--- src/rtl/memory_access_if.sv ---
// rtl/memory_access_if.sv - data-memory request/ready port between the MEM stage and memory
interface memory_access_if #(
    parameter int DATA_WIDTH = 32
);
    logic                      req;
    logic                      we;
    logic [DATA_WIDTH-1:0]     addr;
    logic [DATA_WIDTH/8-1:0]   be;
    logic [DATA_WIDTH-1:0]     wdata;
    logic                      ready;
    logic [DATA_WIDTH-1:0]     rdata;

    modport master (
        output req, we, addr, be, wdata,
        input  ready, rdata
    );

    modport slave (
        input  req, we, addr, be, wdata,
        output ready, rdata
    );
endinterface

--- src/rtl/memory_access.sv ---
// rtl/memory_access.sv - RV32I MEM stage: aligned loads/stores over req/ready, MEM/WB register, stall
module memory_access #(
    parameter int DATA_WIDTH     = 32,
    parameter int REG_ADDR       = 5,
    parameter int TIMEOUT_CYCLES = 16
) (
    input  logic                  clk,
    input  logic                  rst_n,
    input  logic                  clk_en,
    input  logic                  i_ex_mem_to_reg,
    input  logic                  i_ex_reg_wr,
    input  logic                  i_ex_mem_rd,
    input  logic                  i_ex_mem_wr,
    input  logic                  i_ex_result_src,
    input  logic [DATA_WIDTH-1:0] i_ex_alu_result,
    input  logic [DATA_WIDTH-1:0] i_ex_data2,
    input  logic [DATA_WIDTH-1:0] i_ex_pc_plus_4,
    input  logic [REG_ADDR-1:0]   i_ex_reg_destination,
    input  logic [2:0]            i_ex_funct3,
    memory_access_if.master       dmem,
    output logic                  o_mem_stall,
    output logic                  o_mem_misaligned,
    output logic                  o_mem_bus_err,
    output logic                  o_mem_reg_wr,
    output logic                  o_mem_mem_to_reg,
    output logic                  o_mem_result_src,
    output logic [DATA_WIDTH-1:0] o_mem_alu_result,
    output logic [DATA_WIDTH-1:0] o_mem_read_data,
    output logic [DATA_WIDTH-1:0] o_mem_pc_plus_4,
    output logic [REG_ADDR-1:0]   o_mem_reg_destination
);

    localparam int CW = (TIMEOUT_CYCLES > 2) ? $clog2(TIMEOUT_CYCLES) : 1;
    localparam logic [CW-1:0] LAST_WAIT = CW'(TIMEOUT_CYCLES - 1);

    typedef enum logic [0:0] {ST_IDLE, ST_WAIT} state_t;

    typedef struct packed {
        logic                  reg_wr;
        logic                  mem_to_reg;
        logic                  result_src;
        logic [DATA_WIDTH-1:0] alu_result;
        logic [DATA_WIDTH-1:0] read_data;
        logic [DATA_WIDTH-1:0] pc_plus_4;
        logic [REG_ADDR-1:0]   rd;
    } wb_t;

    // Everything needed to keep driving and later retire an outstanding access.
    typedef struct packed {
        logic                  we;
        logic [2:0]            funct3;
        logic [3:0]            be;
        logic [DATA_WIDTH-1:0] wdata;
        wb_t                   ctrl;
    } pend_t;

    function automatic logic [3:0] lane_be(input logic [1:0] size, input logic [1:0] a);
        case (size)
            2'b00:   lane_be = 4'b0001 << a;
            2'b01:   lane_be = 4'b0011 << {a[1], 1'b0};
            default: lane_be = 4'b1111;
        endcase
    endfunction

    function automatic logic [DATA_WIDTH-1:0] lane_wdata(input logic [1:0] size,
                                                         input logic [DATA_WIDTH-1:0] d);
        case (size)
            2'b00:   lane_wdata = {4{d[7:0]}};
            2'b01:   lane_wdata = {2{d[15:0]}};
            default: lane_wdata = d;
        endcase
    endfunction

    function automatic logic [DATA_WIDTH-1:0] load_extend(input logic [2:0] f3,
                                                          input logic [1:0] a,
                                                          input logic [DATA_WIDTH-1:0] r);
        logic [7:0]  b;
        logic [15:0] h;
        case (a)
            2'b00:   b = r[7:0];
            2'b01:   b = r[15:8];
            2'b10:   b = r[23:16];
            default: b = r[31:24];
        endcase
        h = a[1] ? r[31:16] : r[15:0];
        case (f3)
            3'b000:  load_extend = {{24{b[7]}}, b};
            3'b001:  load_extend = {{16{h[15]}}, h};
            3'b100:  load_extend = {24'b0, b};
            3'b101:  load_extend = {16'b0, h};
            default: load_extend = r;
        endcase
    endfunction

    // Retire an access: stores never write rd, loads carry the extended word.
    function automatic wb_t complete(input pend_t p, input logic [DATA_WIDTH-1:0] r);
        wb_t w;
        w = p.ctrl;
        if (p.we) begin
            w.reg_wr    = 1'b0;
            w.read_data = '0;
        end else begin
            w.read_data = load_extend(p.funct3, p.ctrl.alu_result[1:0], r);
        end
        return w;
    endfunction

    state_t         state_q, state_d;
    logic [CW-1:0]  wait_cnt_q, wait_cnt_d;
    pend_t          pend_q, pend_d;
    wb_t            wb_q, wb_d;

    wb_t    ex_wb;
    pend_t  ex_pend;
    pend_t  cur;
    logic   ex_access;
    logic   ex_misaligned;
    logic   req;

    // Repackage the EX/MEM bundle into the same shapes used by the latched copy.
    always_comb begin
        ex_wb            = '0;
        ex_wb.reg_wr     = i_ex_reg_wr;
        ex_wb.mem_to_reg = i_ex_mem_to_reg;
        ex_wb.result_src = i_ex_result_src;
        ex_wb.alu_result = i_ex_alu_result;
        ex_wb.pc_plus_4  = i_ex_pc_plus_4;
        ex_wb.rd         = i_ex_reg_destination;

        ex_pend          = '0;
        ex_pend.we       = i_ex_mem_wr;
        ex_pend.funct3   = i_ex_funct3;
        ex_pend.be       = lane_be(i_ex_funct3[1:0], i_ex_alu_result[1:0]);
        ex_pend.wdata    = lane_wdata(i_ex_funct3[1:0], i_ex_data2);
        ex_pend.ctrl     = ex_wb;

        ex_access        = i_ex_mem_rd | i_ex_mem_wr;
        ex_misaligned    = ((i_ex_funct3[1:0] == 2'b01) && i_ex_alu_result[0]) ||
                           (i_ex_funct3[1] && (i_ex_alu_result[1:0] != 2'b00));
    end

    // Access FSM: next state, bus request, stall/pulse outputs and next MEM/WB contents.
    always_comb begin
        state_d          = state_q;
        wait_cnt_d       = wait_cnt_q;
        pend_d           = pend_q;
        wb_d             = wb_q;
        req              = 1'b0;
        cur              = ex_pend;
        o_mem_stall      = 1'b0;
        o_mem_misaligned = 1'b0;
        o_mem_bus_err    = 1'b0;

        case (state_q)
            ST_IDLE: begin
                if (clk_en && ex_access) begin
                    if (ex_misaligned) begin
                        o_mem_misaligned = 1'b1;
                        wb_d             = ex_wb;
                        wb_d.reg_wr      = 1'b0;
                    end else begin
                        req = 1'b1;
                        if (dmem.ready) begin
                            wb_d = complete(ex_pend, dmem.rdata);
                        end else begin
                            o_mem_stall = 1'b1;
                            pend_d      = ex_pend;
                            wait_cnt_d  = '0;
                            state_d     = ST_WAIT;
                            wb_d        = '0;
                        end
                    end
                end else if (clk_en) begin
                    wb_d = ex_wb;
                end
            end
            ST_WAIT: begin
                cur         = pend_q;
                req         = 1'b1;
                o_mem_stall = 1'b1;
                if (clk_en) begin
                    if (dmem.ready) begin
                        o_mem_stall = 1'b0;
                        wb_d        = complete(pend_q, dmem.rdata);
                        state_d     = ST_IDLE;
                    end else if (wait_cnt_q == LAST_WAIT) begin
                        o_mem_stall   = 1'b0;
                        o_mem_bus_err = 1'b1;
                        wb_d          = pend_q.ctrl;
                        wb_d.reg_wr   = 1'b0;
                        state_d       = ST_IDLE;
                    end else begin
                        wait_cnt_d = wait_cnt_q + CW'(1);
                        wb_d       = '0;
                    end
                end
            end
            default: state_d = ST_IDLE;
        endcase
    end

    assign dmem.req   = req;
    assign dmem.we    = req & cur.we;
    assign dmem.addr  = req ? {cur.ctrl.alu_result[DATA_WIDTH-1:2], 2'b00} : '0;
    assign dmem.be    = req ? cur.be : 4'b0000;
    assign dmem.wdata = req ? cur.wdata : '0;

    // State, wait counter, pending access and MEM/WB register; clk_en freezes all of it.
    always_ff @(posedge clk) begin
        if (!rst_n) begin
            state_q    <= ST_IDLE;
            wait_cnt_q <= '0;
            pend_q     <= '0;
            wb_q       <= '0;
        end else if (clk_en) begin
            state_q    <= state_d;
            wait_cnt_q <= wait_cnt_d;
            pend_q     <= pend_d;
            wb_q       <= wb_d;
        end
    end

    assign o_mem_reg_wr          = wb_q.reg_wr;
    assign o_mem_mem_to_reg      = wb_q.mem_to_reg;
    assign o_mem_result_src      = wb_q.result_src;
    assign o_mem_alu_result      = wb_q.alu_result;
    assign o_mem_read_data       = wb_q.read_data;
    assign o_mem_pc_plus_4       = wb_q.pc_plus_4;
    assign o_mem_reg_destination = wb_q.rd;

endmodule
--- src/flat_wrapper.sv ---
// flat-port wrapper written by rule: the top's interface ports become plain ports
module memory_access_flat 
#(
    parameter int DATA_WIDTH     = 32,
    parameter int REG_ADDR       = 5,
    parameter int TIMEOUT_CYCLES = 16
)
  (clk, rst_n, clk_en, i_ex_mem_to_reg, i_ex_reg_wr, i_ex_mem_rd, i_ex_mem_wr, i_ex_result_src, i_ex_alu_result, i_ex_data2, i_ex_pc_plus_4, i_ex_reg_destination, i_ex_funct3, o_mem_stall, o_mem_misaligned, o_mem_bus_err, o_mem_reg_wr, o_mem_mem_to_reg, o_mem_result_src, o_mem_alu_result, o_mem_read_data, o_mem_pc_plus_4, o_mem_reg_destination, dmem_req, dmem_we, dmem_addr, dmem_be, dmem_wdata, dmem_ready, dmem_rdata);
  memory_access_if #(.DATA_WIDTH(DATA_WIDTH)) dmem_i ();
  input  logic clk;
  input  logic rst_n;
  input  logic clk_en;
  input  logic i_ex_mem_to_reg;
  input  logic i_ex_reg_wr;
  input  logic i_ex_mem_rd;
  input  logic i_ex_mem_wr;
  input  logic i_ex_result_src;
  input  logic [DATA_WIDTH-1:0] i_ex_alu_result;
  input  logic [DATA_WIDTH-1:0] i_ex_data2;
  input  logic [DATA_WIDTH-1:0] i_ex_pc_plus_4;
  input  logic [REG_ADDR-1:0] i_ex_reg_destination;
  input  logic [2:0] i_ex_funct3;
  output logic o_mem_stall;
  output logic o_mem_misaligned;
  output logic o_mem_bus_err;
  output logic o_mem_reg_wr;
  output logic o_mem_mem_to_reg;
  output logic o_mem_result_src;
  output logic [DATA_WIDTH-1:0] o_mem_alu_result;
  output logic [DATA_WIDTH-1:0] o_mem_read_data;
  output logic [DATA_WIDTH-1:0] o_mem_pc_plus_4;
  output logic [REG_ADDR-1:0] o_mem_reg_destination;
  output wire logic [$bits(dmem_i.req)-1:0] dmem_req;
  output wire logic [$bits(dmem_i.we)-1:0] dmem_we;
  output wire logic [$bits(dmem_i.addr)-1:0] dmem_addr;
  output wire logic [$bits(dmem_i.be)-1:0] dmem_be;
  output wire logic [$bits(dmem_i.wdata)-1:0] dmem_wdata;
  input wire logic [$bits(dmem_i.ready)-1:0] dmem_ready;
  input wire logic [$bits(dmem_i.rdata)-1:0] dmem_rdata;
  assign dmem_req = dmem_i.req;
  assign dmem_we = dmem_i.we;
  assign dmem_addr = dmem_i.addr;
  assign dmem_be = dmem_i.be;
  assign dmem_wdata = dmem_i.wdata;
  assign dmem_i.ready = dmem_ready;
  assign dmem_i.rdata = dmem_rdata;
  memory_access #(.DATA_WIDTH(DATA_WIDTH), .REG_ADDR(REG_ADDR), .TIMEOUT_CYCLES(TIMEOUT_CYCLES)) u_core (.clk(clk), .rst_n(rst_n), .clk_en(clk_en), .i_ex_mem_to_reg(i_ex_mem_to_reg), .i_ex_reg_wr(i_ex_reg_wr), .i_ex_mem_rd(i_ex_mem_rd), .i_ex_mem_wr(i_ex_mem_wr), .i_ex_result_src(i_ex_result_src), .i_ex_alu_result(i_ex_alu_result), .i_ex_data2(i_ex_data2), .i_ex_pc_plus_4(i_ex_pc_plus_4), .i_ex_reg_destination(i_ex_reg_destination), .i_ex_funct3(i_ex_funct3), .dmem(dmem_i), .o_mem_stall(o_mem_stall), .o_mem_misaligned(o_mem_misaligned), .o_mem_bus_err(o_mem_bus_err), .o_mem_reg_wr(o_mem_reg_wr), .o_mem_mem_to_reg(o_mem_mem_to_reg), .o_mem_result_src(o_mem_result_src), .o_mem_alu_result(o_mem_alu_result), .o_mem_read_data(o_mem_read_data), .o_mem_pc_plus_4(o_mem_pc_plus_4), .o_mem_reg_destination(o_mem_reg_destination));
endmodule
--- config.mk ---
export PLATFORM = sky130hd
export DESIGN_NAME = memory_access_flat
export DESIGN_NICKNAME = d
export VERILOG_FILES = /design/src/rtl/memory_access_if.sv /design/src/rtl/memory_access.sv /design/src/flat_wrapper.sv
export SDC_FILE = /design/constraint.sdc
export NUM_CORES = 1
export LEC_CHECK = 0
export ABC_AREA = 1
export BUFFER_PORTS_ARGS = -buffer_cell sky130_fd_sc_hd__buf_2
export CAP_MARGIN = 20
export CORE_ASPECT_RATIO = 0.6
export CORE_UTILIZATION = 45
export CTS_BUF_LIST = sky130_fd_sc_hd__clkbuf_4
export CTS_CLUSTER_SIZE = 25
export DETAILED_ROUTE_END_ITERATION = 12
export HOLD_SLACK_MARGIN = 0.03
export PLACE_DENSITY = 0.77
export SYNTH_ARGS = -nofsm -noshare
export SYNTH_HDL_FRONTEND = slang
export SYNTH_SLANG_ARGS = --single-unit
--- constraint.sdc ---
create_clock -name clk -period 2.1 [get_ports clk]
set_input_delay 0 -clock clk [delete_from_list [all_inputs] [get_ports clk]]
set_output_delay 0 -clock clk [all_outputs]
set_load 0.02 [all_outputs]
==> results of run 1 <==
## placed cells by master, fill, tap and decap left out, types with 2 or more instances in the layout
master,instances
a211oi_1,7
a21oi_1,164
a22o_1,12
a22oi_1,11
a31oi_1,73
and2_1,6
buf_12,4
buf_2,316
buf_4,33
buf_6,3
buf_8,2
clkbuf_16,2
clkbuf_4,74
clkinv_1,15
clkinv_2,3
conb_1,2
dfxtp_1,219
diode_2,2
dlygate4sd3_1,180
inv_1,83
inv_2,3
nand2_1,267
nand2_2,3
nand3_1,134
nand3_2,4
nand4_1,8
nor2_1,237
nor2_2,5
nor2_4,2
o211ai_1,9
o21ai_0,251
o21ai_1,13
## layout make-up
type                    count  area (sq um)  area share
clock inverters            16          62.6     0.00405
clock buffers              74           556      0.0360
inverters                  89           338      0.0219
multi-input cells        1217          5770       0.374
diodes                      2          5.00    0.000324
flip-flops and latches    221          4430       0.287
well taps                 322           403      0.0261
repair buffers            542          3860       0.250
## cells in the mapped netlist (all sizes together)
cell type,instances
clkinv,1
a21oi,165
xnor2,1
a31oi,73
o211ai,9
or2,1
nor2,244
nand3b,1
nand4,9
nand3,138
a21boi,1
a22oi,11
nor3,1
inv,88
conb,1
ha,1
nand2,270
nor4,1
and2,6
dfxtp,221
buf,37
o21ai,264
a211oi,7
clkbuf,106
a22o,12
## routing by layer
| layer | vias up | track usage |
|---|---|---|
| li1 | 6579 | - |
| met1 | 6596 | 0.460 |
| met2 | 1069 | 0.508 |
| met3 | 175 | 0.115 |
| met4 | 0 | 0.133 |
| met5 | - | 0 |
## per-stage QoR
step / hold slack [ns] / TNS [ns] / cell area, sq um / total power [mW] / cells
2_1_floorplan: 0.0895 / 0 / 11100 / 5.83 / 1670
3_3_place_gp: 0.263 / 0 / 12900 / 6.53 / 2204
3_5_place_dp: 0.281 / 0 / 12900 / 6.57 / 2204
4_1_cts: 0.0363 / 0 / 15300 / 10.2 / 2476
5_1_grt: 0.112 / -0.265 / 15400 / 10.8 / 2482
6_report: 0.134 / 0 / 15400 / 10.3 / 2483
## worst max-delay path by stage
stage	cells past startpoint	slack [ns]	from	endpoint
global placement	8	0.41	u_core.pend_q[70]	u_core.o_mem_read_data[18]
finish	12	0.03	i_ex_mem_wr	dmem_be[2]
CTS	7	0.008	u_core.wait_cnt_q[0]	o_mem_stall
detailed placement	8	0.35	u_core.wait_cnt_q[0]	u_core.wait_cnt_q[3]
global route	11	-0.04	i_ex_mem_wr	dmem_wdata[20]
floorplan	5	0.45	u_core.state_q	dmem_we
## cell families (layout without fill, tap and decap cells)
group,count (synthesis),in the layout,synth area share
adders and majority gates,1,1,0.00113
and+or+nand+nor,671,671,0.250
DFF,221,221,0.399
xor gates and xnor gates,1,1,0.000789
buffers and inverters,232,721,0.0851
other,1,4,0.000338
AOI/OAI and AO/OA,542,542,0.264
## worst max-delay path, stage by stage
cell and delay (ns):
dlygate4sd3_1 0.54, buf_2 0.15, inv_1 0.05, nand2_1 0.07
nand2_1 0.07, inv_1 0.18, nand2_1 0.12, nor2_2 0.12
buf_4 0.31, a22oi_1 0.14, inv_1 0.13, buf_2 0.18
## report_power, final
group          internal [mW]  switching [mW]
clock network           1.62            1.79
registers               4.43           0.139
logic                  0.868            1.44
total                   6.92            3.37
## what timing repair did
action	4_1_cts	5_1_grt
resized for setup	5	20
hold buffers	181	0
buffers inserted	1	3
endpoints found under the setup margin	58	39
gates cloned	0	2
hold endpoints to repair	221	0
pin swaps	1	1
==> reports/metrics.cfg, run 1 <==
[status]
outcome=finished clean

[place]
port-buffer-count=319
gp_congestion=1.03
hpwl_um=28100
pre_cts_slack_ns=0.353

[floorplanning]
row_count=44
start_util=0.459
io_pins=322
dieHeight_um=124
dieArea_sq_um=25300
fp.dieW_um=205
core_area_sq_um=24200

[routing]
drt_wl_total_um=45700
wl_met3_um=6440
dr.pass1.iters=7
met1_length_um=18500
route.met2.wl_um=19000
highest_layer=met4
drtAntennaViolNets=0
drt_iter0_drc=1641
vias=14419
route.detailed.drc=0
viasPerCell=5.81
wire_per_inst_um=18.4

[hold_path]
min_to=u_core.pend_q[139]
hp-class=in2reg
worstHoldStart=i_ex_alu_result[1]
hold_depth=7

[timing]
finalCritPeriodShare=0.987
slew_violations=0
max_clock_freq_ghz=0.483
fin_crit_ns=2.07
hold_viol_final=0
tightestPinTransition_ns=0.760
rsz0062_at_grt=yes
slew_headroom=0.493
worst_slack_ns=0.0280
skew_ns=0.0510
setup_viol=0

[setup_path]
cp_max_fo=23
crit_path_start_kind=primary input
rrSetupSlack_ns=0.08
crit_path_end_kind=primary output
timing.rr.end=u_core.o_mem_read_data[7]
rr_startpoint=u_core.pend_q[141]
crit_required_ns=2.10
rr_worst_depth=7
path_class=in2out
cp_data_arrival_time_ns=2.07

[cells_and_area]
largest_reg_flops=112
nets=2270
largest_register=u_core.pend_q
drive_gt1_frac=0.214
fillers=2098
area.growth.synth_to_final_pct=39.0
fin_util=0.638

[clock_tree]
cts_buffers=53
clk_latency_ns=0.69
cts_tree=yes
htreeDepth=2
clock_sinks=221
clk_pin_slew_worst_paths_ns=0.06
clockRootBuffer=clkbuf_4
clockBufferDepth=3

[logic_synthesis]
synthDistinctLibCells=34
ys_seq_area_frac=0.399
netlist_top_cells_area=dfxtp_1 (40%), o21ai_0 (11%), nand2_1 (9.1%)
ys_warn_count=0
ys_seq_elements=221
synth.top_cell.area_share=0.399
avgSynthCellArea_sq_um=6.65
syn_inst=1669
yosys.area.top_type=dfxtp_1
syn_area_sq_um=11100

[power]
leakage_nw=7.13
irDropWorstVdd_mv=0.486
p_per_area_nw_per_um2=666

[flow_run]
cap_violations=0

[global_route]
overflow=0
grt_max_degree=128
grt_util_all_layers=0.343
grt_pass1_vias=13013
grt_pass1_wl_um=68700
antenna_found_initial=2

Power figures use the tool's default switching activity.
==> inputs of run 2 (changes only) <==
Settings changed: BUFFER_PORTS_ARGS -buffer_cell sky130_fd_sc_hd__buf_2 to -buffer_cell sky130_fd_sc_hd__buf_4, CELL_PAD_IN_SITES_DETAIL_PLACEMENT set to 2, CELL_PAD_IN_SITES_GLOBAL_PLACEMENT set to 2, CORE_UTILIZATION 45 to 28, PLACE_DENSITY 0.77 to 0.88, SKIP_LAST_GASP set to 1.
==> run 2 against run 1 <==
Against the previous run:
- the flow now finishes with violations (negative setup slack)
- global-route usage shrank 0.50 points
- hold slack gained 0.0012 ns
- critical path depth is the same
- flip-flop and latch count is the same
- combinational power grew 29%
- clock power grew 18%
- first-iteration DRC count shrank 31%
- via count grew 7.1%
==> reports/metrics.cfg, run 2 (synthesis results as in run 1) <==
[clock_tree]
cts_buffers=57
clockRootBuffer=clkbuf_4
clk_latency_ns=0.72
htreeDepth=2
clock_sinks=221
clockBufferDepth=3
clk_pin_slew_worst_paths_ns=0.06
cts_tree=yes

[cells_and_area]
drive_gt1_frac=0.246
layout_common_cells=buf_4 (341), nand2_1 (266), o21ai_0 (240), nor2_1 (238), dfxtp_1 (217)
area.growth.synth_to_final_pct=59.3
largest_reg_flops=112
nets=2331
largest_register=u_core.pend_q
fin_util=0.452
final_common_cell=buf_4
fillers=4426
design_area_sq_um=17700

[place]
place_area_sq_um=13900
gp_congestion=0.922
port-buffer-count=319
hpwl_um=37400

[flow_run]
cap_violations=0

[routing]
drt_wl_total_um=72500
vias=15439
drtAntennaViolNets=0
viasPerCell=5.62
dr.pass1.iters=5
wire_per_inst_um=26.4
drt_iter0_drc=1140
route.detailed.drc=0

[global_route]
met3_usage=0.0813
antenna_found_initial=4
use_met2=0.591
met1_usage=0.395
grt_max_degree=127
grt_pass1_wl_um=105000
grt_pass1_vias=16907
top_usage_layer=met2
overflow=0
grt_util_all_layers=0.338

[setup_path]
cp_data_arrival_time_ns=2.25
crit_required_ns=2.10
rrSetupSlack_ns=-0.04
path_class=in2out
crit_path_end_kind=primary output
crit_path_start_kind=primary input
cp_max_fo=6
rr_worst_depth=7

[hold_path]
hold_depth=4
hp-class=in2reg

[timing]
tightestPinTransition_ns=0.972
final.setup.tns_ns=-2.39
slew_violations=0
slew_headroom=0.351
rsz0062_at_grt=yes
worst_slack_ns=-0.151
hold_viol_final=0
skew_ns=0.0547
whs_ns=0.135
max_clock_freq_ghz=0.444
finalCritPeriodShare=1.07
setup_viol=59
fin_crit_ns=2.25

[floorplanning]
core_area_sq_um=39100
fp.dieW_um=259
io_pins=322
dieArea_sq_um=40500
start_util=0.284
dieHeight_um=156
row_count=56

[status]
outcome=finished, violations left
failed_checks=negative setup slack

[power]
p_per_area_nw_per_um2=656
leakage_nw=7.67
irDropWorstVdd_mv=0.350

==> run 2: cell types whose count changed in the layout (fill, tap and decap cells not counted), sizes merged <==
| cell | change |
|---|---|
| diode | +1 |
| clkinvlp | +2 |
| bufbuf | +3 |
| clkbuf | +3 |
| dlymetal6s4s | -1 |
| bufinv | +2 |
| inv | -1 |
| buf | +20 |
| dlygate4sd3 | +33 |
==> run 2: worst paths after layout <==
check,start,to
setup reg to reg,u_core.state_q,u_core.o_mem_read_data[23]
setup / recovery,i_ex_mem_rd,dmem_wdata[16]
hold reg to reg,u_core.pend_q[9],u_core.o_mem_pc_plus_4[4]
hold / removal,i_ex_pc_plus_4[6],u_core.pend_q[11]
==> run 2: per-stage QoR <==
step,total power [mW],std cells,setup WS (ns)
floorplan,5.83,1670,0.453
global placement,6.82,2404,0.168
detailed placement,6.92,2404,0.0884
CTS,11.2,2724,-0.0612
global route,12.1,2745,-0.194
finish,11.6,2745,-0.151
==> run 2: final cells by class <==
type | count | area, sq um | area share
timing repair inverter | 1 | 7.51 | 0.000424
clock inverter | 18 | 123 | 0.00693
timing repair buffer | 598 | 5430 | 0.307
tap | 522 | 653 | 0.0369
sequential | 221 | 4430 | 0.251
clock buffer | 76 | 571 | 0.0323
inverter | 89 | 358 | 0.0202
multi-input combinational | 1217 | 6110 | 0.345
antenna | 3 | 7.51 | 0.000424
==> run 2: worst max-delay path: stages <==
cell           delay [ns]
buf_4                0.08
dlygate4sd3_1        0.54
inv_1                0.07
nand2_1              0.12
nand2_1              0.16
inv_2                0.19
nand2_1              0.16
nor2_4               0.17
buf_12               0.14
clkinvlp_4           0.22
o21ai_1              0.23
buf_4                0.18
==> run 2: what timing repair did <==
| item | in CTS | in global routing |
|---|---|---|
| pin swaps | 4 | 7 |
| resized for setup | 73 | 64 |
| hold endpoints to repair | 221 | 0 |
| hold buffers | 215 | 0 |
| endpoints found under the setup margin | 69 | 95 |
| cloned | 4 | 3 |
| buffers inserted | 7 | 16 |
==> run 2: layer usage <==
metal	vias up	wire (um)
li1	6710	-
met2	691	35800
met1	7827	28700
met4	0	3140
met3	211	4860
met5	-	0
==> run 2: report_power, final <==
| part | total, mW | leakage [nW] | internal [mW] | switching [mW] |
|---|---|---|---|---|
| registers | 4.61 | 1.82 | 4.43 | 0.179 |
| clock network | 4.01 | 0.410 | 1.91 | 2.10 |
| logic | 2.98 | 5.44 | 1.19 | 1.79 |
